File: src/rtl/mux4_rr_arbiter_if.sv
`default_nettype none
// ============================================================================
// Module      : mux4_rr_arbiter_if
// Description : Request/grant/select bundle between four requesters and the
//               round-robin arbiter that steers the shared 4x1 mux.
// Revision    : 1.0 - initial release
// ============================================================================
interface mux4_rr_arbiter_if;
  logic [3:0] req;
  logic [3:0] gnt;
  logic       S0;
  logic       S1;
  logic       valid;

  // Requester side: raises requests, observes grant and mux selects.
  modport master (
    output req,
    input  gnt,
    input  S0,
    input  S1,
    input  valid
  );

  // Arbiter side.
  modport slave (
    input  req,
    output gnt,
    output S0,
    output S1,
    output valid
  );
endinterface
`default_nettype wire

File: src/rtl/mux4_rr_arbiter.sv
`default_nettype none
// ============================================================================
// Module      : mux4_rr_arbiter
// Description : Round-robin arbiter with bounded hold time that grants one of
//               four requesters and drives the shared mux selects.
// Revision    : 1.0 - initial release
// ============================================================================
module mux4_rr_arbiter #(
  parameter int HOLD_MAX = 4
) (
  input  wire                     clk,
  input  wire                     rst_n,
  mux4_rr_arbiter_if.slave        bus
);

  localparam logic [3:0] c_hold_max = 4'(HOLD_MAX);
  localparam logic [3:0] c_cnt_one  = 4'd1;

  typedef enum logic [0:0] {
    ST_IDLE  = 1'b0,
    ST_GRANT = 1'b1
  } state_t;

  state_t     r_state;
  logic [1:0] r_ptr;
  logic [1:0] r_owner;
  logic [3:0] r_cnt;
  logic [3:0] r_gnt;
  logic [1:0] r_sel;
  logic       r_valid;

  logic       w_hold;
  logic       w_any;
  logic [1:0] w_ptr_eff;
  logic [1:0] w_idx;
  logic [1:0] w_pick;
  logic       w_found;

  assign w_any  = |bus.req;
  assign w_hold = (r_state == ST_GRANT) && bus.req[r_owner] && (r_cnt < c_hold_max);

  // On release the pointer moves past the outgoing owner, and the same-cycle
  // arbitration must already see that moved pointer.
  assign w_ptr_eff = (r_state == ST_GRANT) ? (r_owner + 2'd1) : r_ptr;

  always_comb begin
    w_idx   = w_ptr_eff;
    w_pick  = w_ptr_eff;
    w_found = 1'b0;
    for (int i = 0; i < 4; i++) begin
      w_idx = w_ptr_eff + 2'(i);
      if (!w_found && bus.req[w_idx]) begin
        w_pick  = w_idx;
        w_found = 1'b1;
      end
    end
  end

  always_ff @(posedge clk) begin
    if (!rst_n) begin
      r_state <= ST_IDLE;
      r_ptr   <= 2'd0;
      r_owner <= 2'd0;
      r_cnt   <= 4'd0;
      r_gnt   <= 4'b0000;
      r_sel   <= 2'b00;
      r_valid <= 1'b0;
    end else begin
      case (r_state)
        ST_IDLE: begin
          if (w_any) begin
            r_state <= ST_GRANT;
            r_owner <= w_pick;
            r_cnt   <= c_cnt_one;
            r_gnt   <= 4'b0001 << w_pick;
            r_sel   <= w_pick;
            r_valid <= 1'b1;
          end
        end
        ST_GRANT: begin
          if (w_hold) begin
            r_cnt <= r_cnt + 4'd1;
          end else begin
            r_ptr <= w_ptr_eff;
            if (w_any) begin
              r_owner <= w_pick;
              r_cnt   <= c_cnt_one;
              r_gnt   <= 4'b0001 << w_pick;
              r_sel   <= w_pick;
              r_valid <= 1'b1;
            end else begin
              r_state <= ST_IDLE;
              r_cnt   <= 4'd0;
              r_gnt   <= 4'b0000;
              r_sel   <= 2'b00;
              r_valid <= 1'b0;
            end
          end
        end
        default: begin
          r_state <= ST_IDLE;
          r_gnt   <= 4'b0000;
          r_sel   <= 2'b00;
          r_valid <= 1'b0;
        end
      endcase
    end
  end

  assign bus.gnt   = r_gnt;
  assign bus.S1    = r_sel[1];
  assign bus.S0    = r_sel[0];
  assign bus.valid = r_valid;

endmodule
`default_nettype wire

File: src/flat_wrapper.sv
// flat-port wrapper written by rule: the top's interface ports become plain ports
module mux4_rr_arbiter_flat 
#(
  parameter int HOLD_MAX = 4
)
  (clk, rst_n, bus_req, bus_gnt, bus_S0, bus_S1, bus_valid);
  mux4_rr_arbiter_if bus_i ();
  input  wire clk;
  input  wire rst_n;
  input wire logic [$bits(bus_i.req)-1:0] bus_req;
  output wire logic [$bits(bus_i.gnt)-1:0] bus_gnt;
  output wire logic [$bits(bus_i.S0)-1:0] bus_S0;
  output wire logic [$bits(bus_i.S1)-1:0] bus_S1;
  output wire logic [$bits(bus_i.valid)-1:0] bus_valid;
  assign bus_i.req = bus_req;
  assign bus_gnt = bus_i.gnt;
  assign bus_S0 = bus_i.S0;
  assign bus_S1 = bus_i.S1;
  assign bus_valid = bus_i.valid;
  mux4_rr_arbiter #(.HOLD_MAX(HOLD_MAX)) u_core (.clk(clk), .rst_n(rst_n), .bus(bus_i));
endmodule
File: config.mk
export PLATFORM = sky130hd
export DESIGN_NAME = mux4_rr_arbiter_flat
export DESIGN_NICKNAME = d
export VERILOG_FILES = /design/src/rtl/mux4_rr_arbiter_if.sv /design/src/rtl/mux4_rr_arbiter.sv /design/src/flat_wrapper.sv
export SDC_FILE = /design/constraint.sdc
export NUM_CORES = 1
export LEC_CHECK = 0
export BUFFER_PORTS_ARGS = -buffer_cell sky130_fd_sc_hd__clkbuf_2
export CAP_MARGIN = 25
export CORE_MARGIN = 2
export CORE_UTILIZATION = 25
export DETAILED_ROUTE_END_ITERATION = 7
export PLACE_DENSITY = 0.54
export SYNTH_ARGS = -nofsm -noshare
export SYNTH_HDL_FRONTEND = slang
export SYNTH_SLANG_ARGS = --single-unit
File: constraint.sdc
create_clock -name clk -period 1.6 [get_ports clk]
set_input_delay 0.08 -clock clk [delete_from_list [all_inputs] [get_ports clk]]
set_output_delay 0.08 -clock clk [all_outputs]
set_load 0.01 [all_outputs]
# Yosys cells after proc, flatten, opt, wreduce, memory -nomap -nowiden
# Cells that the tools add are included.
[word_totals]
wordCells = 72
output_inout_bits = 7
regBits = 16
[op_classes]
n_reduce_logical = 11
magnitude_cmp = 6
n_addsub = 5
n_mux = 38
shift = 1
bitwise = 2
eq_ne = 2
[op_table]
columns = ["op", "count"]
rows = [
  ["4-bit two-way mux", 5],
  ["2-bit two-way mux", 9],
  ["4-bit case mux with 2 select lines", 2],
  ["2-bit by 3-bit < comparator with 1-bit output, second input constant", 5],
  ["1-bit two-way mux", 13],
  ["1-bit binary-select mux with 2-bit select", 5],
  ["2-bit case mux with 2 select lines", 2],
  ["1-bit logical AND", 5],
  ["2-bit by 1-bit adder with 2-bit output, second input constant", 2],
  ["2-bit adder, second input constant", 2],
  ["4-bit by 1-bit adder with 4-bit output, second input constant", 1],
  ["4-bit by 3-bit < comparator with 1-bit output, second input constant", 1],
  ["1-bit case mux with 2 select lines", 2],
  ["2-bit AND reduction", 2],
  ["4-bit OR reduction", 1],
  ["1-bit by 2-bit << shifter with 4-bit output, first input constant", 1],
  ["1-bit zero test", 3],
  ["2-bit by 1-bit != test with 1-bit output, second input constant", 1],
  ["2-bit != test, second input constant", 1],
  ["1-bit inverter", 2],
]

# Logic depth before layout (Yosys ltp)
[depth]
word_depth = 18
ltp_mapped = 7
mapped_depth_nobuf = 6

# Worst setup path before layout
# No wires, ideal clock.
[synth_path]
kind = "register to register"
startpoint = "reg u_core.r_owner[0]"
endpoint = "reg u_core.r_gnt[2] (netlist: u_core.bus.gnt[2])"
stages_incl_launch_ff = 7
arrival_time_ps = 1565
t_required_ps = 1541
n_path_buf = 0
setup_slack_ps = -24
path_cell_list = "dfxtp_1 -> mux4_2 -> and2_4 -> nor2_2 -> o21ai_1 -> o21ai_1 -> and2_1"
[synth_via]
elab_chain_len = 18
word_cells_on_any_way = 36
classes_between = "4 x add/sub; 1 x eq/ne; 1 x shift; 21 x mux; 9 x reduce/logical"
[synth_rtl]
columns = ["item", "line_no", "text"]
rows = [
  ["from (decl)", "mux4_rr_arbiter.sv:26", "logic [1:0] r_owner;"],
  ["from (signal assigned)", "mux4_rr_arbiter.sv:73", "r_owner <= w_pick;"],
  ["from (signal assigned)", "mux4_rr_arbiter.sv:86", "r_owner <= w_pick;"],
  ["parallel branches: the longest is 18 deep, another holds 2-bit by 1-bit adder with 2-bit output", "-", ""],
  ["to (signal assigned)", "mux4_rr_arbiter.sv:75", "r_gnt <= 4'b0001 << w_pick;"],
  ["to (signal assigned)", "mux4_rr_arbiter.sv:88", "r_gnt <= 4'b0001 << w_pick;"],
  ["to (decl)", "mux4_rr_arbiter.sv:28", "logic [3:0] r_gnt;"],
]
# Several ways; the timed one is not identified. The select of a mux whose other input is x is not followed.
# A chain may end at the register's enable or synchronous reset.

# Worst setup path in the final report
[layout_path]
startpoint = "reg u_core.r_owner[0]"
endpoint = "reg u_core.r_owner[1]"
[layout_via]
elab_chain_len = 17
word_cells_on_any_way = 33
classes_between = "4 x add/sub; 1 x eq/ne; 20 x mux; 8 x reduce/logical"
[layout_rtl]
columns = ["item"]
rows = [
  ["parallel branches: the longest is 17 deep, another holds 2-bit by 1-bit adder with 2-bit output"],
]
# Several ways; the timed one is not identified. The select of a mux whose other input is x is not followed.

==> impl_results.md <==
* Status: finished with violations
* Violated checks: setup timing
* Placement Rows at 21
* H-tree Lvls at 1
* CTS tree: yes
* Seq cells post-synth at 16
* Initial DRC Count at 71
* Vias/cell at 4.591
* Post-synth EDFFs at 0
* Unrepaired setup endpoints after global routing: yes
* Max Cap Violations at 0
* Synth area leaders: dfxtp_1 38%, nand2_1 4.9%, nor2b_1 4.5%, nor3b_1 3.6%, a2111oi_4 3.3%
* CTS Root Cell: clkbuf_4
* Post-synthesis cell count at 90
* Startpoint of the worst hold path: rst_n
* Antenna viol nets, final at 0
* Hold buffer count at cts at 0
* Slew Viols, Final at 0
* Worst ir drop on vdd at around 260 uV
* FMAX at 0.5927 GHz
* Routed vias at 753
* Setup violators final at 8
* Die width at 61.87 um
* Layout Cells excl Fill at between 150 and 200
* Layout cell share with drive strength beyond 1 at 0.4068
* Final GP Congestion at 0.7220
* Final hold slack at 0.1940 ns
* Fin area at 1114 um2
* Dpl hpwl at 1487 um
* Filler cells at 349
* Synth unique cells at 37
* Sink Count at 16
* Flop2flop setup slack at -0.09 ns
* WP data required at 1.78 ns
* Setup Skew at 0.005086 ns
* DRC at 0
* Final Hold Viols at 0
* Static Leak at 0.4493 nW
* Final Cycle Share at 1.055
* Crit-path leading delay family: multiplexers
* CP startpoint kind: flip-flop
* Clock-pin slew on the worst setup and hold paths at 0.09 ns
* Post-DP Area at 1046 um2
* Initial Util at 0.2549
* N_diodes at 0
* Kind of end point of the critical path: flip-flop
* Dpl cells at 160
* Reg2Reg Depth at 5
* Worst EP arrival at approximately 1.9 ns
* YS warnings at 0
* Post-Syn Area at 837.1 um2
* Area occupied by multi-input gates at 528.0 um2
* Die footprint at 3827 um2
* PD cells at 960.0 nW/um2
* Final WL at 1976 um
* Synth area leader: dfxtp_1
* Worst-Margin Slew at 0.3822 ns
* DR pass1 iterations at 7
* Gr usage total at 0.1122
* IO buf count at 12
* Vias in the first global route at 692
* Most used DFF post-synth: dfxtp_1
* Routed len/inst at between 10 and 15 um
* Slew margin rel. at 0.7402
* Initial antenna violation count at 0
* CP cell instances: mux4_2 -> and2_4 -> nor4_4 -> buf_4 -> nor2_1
* Worst-skew pair later-pin latency at 0.29 ns
* Fin nets at approximately 130
* Largest net degree at the start of global routing at 18
* Min-Delay Path Depth at 3
* Reg area at between 300 and 400 um2
* WP buf/inv at 1
* I/O pins at 13
* Reg-to-Reg Start: u_core.r_owner[0]
* Ys async rst share at 0
* Slowest stage delay, CP at ~0.54 ns
* Core area at approximately 3300 um2
* Fin worst setup slack at -0.08720 ns
* CP Max Fanout at 6
* Reg2reg end: u_core.r_owner[1]
* Pre-CTS setup slack at -0.1589 ns
* Hold Crit Endpoint: u_core.bus.gnt[3]
* TritonCTS Buffers at 3
* Die Y at 61.87 um
* Crit-path slowest cell: mux4_2
* First-pass GRT wire length at 3091 um
* CP startpoint: u_core.r_owner[0]
* CTS max path bufs at 2
* Crit path kind: reg2reg
* Area Growth Syn to Fin at 33.03%
* Synth top area share at 0.3827
* Worst hold path class: in2reg
* Sequential share of the synthesized area at 0.3827
* Net Count, Synth at 97
* GRT overflow at 0
* Avg Cell Area, Syn at 9.301 um2
* Period minus WS final at 1.687 ns
cells by family after synthesis:
kind of cell               synth area share
and+or+nand+nor                      0.3034
AOI/OAI and AO/OA                    0.2108
DFF                                  0.3827
buffers and inverters               0.02241
muxes                               0.05530
xor gates and xnor gates            0.01047
adders and majority gates           0.01495
how the worst max path moves through the flow:
stage / end / slack [ns] / depth (start not counted)
finish: u_core.r_owner[1] / -0.09 / 5
global route: u_core.bus.gnt[0] / -0.15 / 5
CTS: u_core.bus.gnt[0] / -0.09 / 5
detailed placement: u_core.bus.gnt[0] / -0.16 / 5
global placement: u_core.bus.gnt[1] / -0.1 / 5
floorplan: u_core.bus.gnt[2] / 0.03 / 6
metal layers:
layer | track usage | part of all wire
met1 | 0.1493 | 0.46
met2 | 0.1759 | 0.50
met3 | 0.01863 | 0.024
met4 | 0.05471 | 0.011
met5 | 0 | 0
timing repair:
| action | in CTS | in global routing |
|---|---|---|
| pin swaps | 2 | 3 |
| endpoints found under the setup margin | 10 | 13 |
| buffers inserted | 1 | 0 |
| gates resized for setup | 4 | 6 |
worst min-delay path, cell delays in order:
cell and delay, ns:
clkbuf_2 0.21, nand2_1 0.11, o21ai_1 0.05
cell type report:
class / instances / share of cell area
repair buffers: 27 / 0.1584
multi-input cells: 71 / 0.4742
clock buffers: 3 / 0.02022
flip-flops and latches: 16 / 0.2921
inverters: 1 / 0.003371
well taps: 46 / 0.05169
stage by stage:
step	utilization	power, mW	setup TNS (ns)
6_report	0.3390	1.069	-0.3611
5_1_grt	0.3390	1.139	-1.118
4_1_cts	0.3330	1.069	-0.3924
3_5_place_dp	0.3185	0.8361	-0.5603
3_3_place_gp	0.3185	0.8282	-0.3357
2_1_floorplan	-	0.6954	0
synthesized netlist by cell type, types with 2 or more instances:
cell / instances
nor2_2: 2
a21boi_1: 3
nor3b_1: 4
o21ai_0: 5
nor2_1: 4
nor2b_1: 6
nand3_1: 2
nand2_1: 11
and2_1: 3
a22oi_1: 3
o21ai_1: 4
and3_1: 2
a21oi_1: 2
dfxtp_1: 16
state kept, by name (all words and copies together) (netlist names):
signal and count:
u_core.bus.gnt 4, u_core.r_cnt 4, u_core.r_owner 2, u_core.r_ptr 2, u_core.r_sel 2, u_core.bus.valid 1
u_core.r_state 1
cells in the final DEF, fill, tap and decap left out, types with 2 or more instances in the layout:
master,instances
a21boi_1,3
a21oi_1,2
a22oi_2,2
and2_1,3
and3_1,2
buf_4,14
clkbuf_2,12
clkbuf_4,3
dfxtp_1,14
nand2_1,11
nand3_1,2
nor2_1,4
nor2_2,2
nor2b_1,6
nor3b_1,4
o21ai_0,4
o21ai_1,3
o21ai_2,2
power breakdown:
group | switching, mW | internal [mW] | leakage [nW]
sequential | 0.0365 | 0.446 | 0.133
clock | 0.126 | 0.0875 | 0.0138
combinational | 0.185 | 0.188 | 0.303
Power figures use the tool's default switching activity.
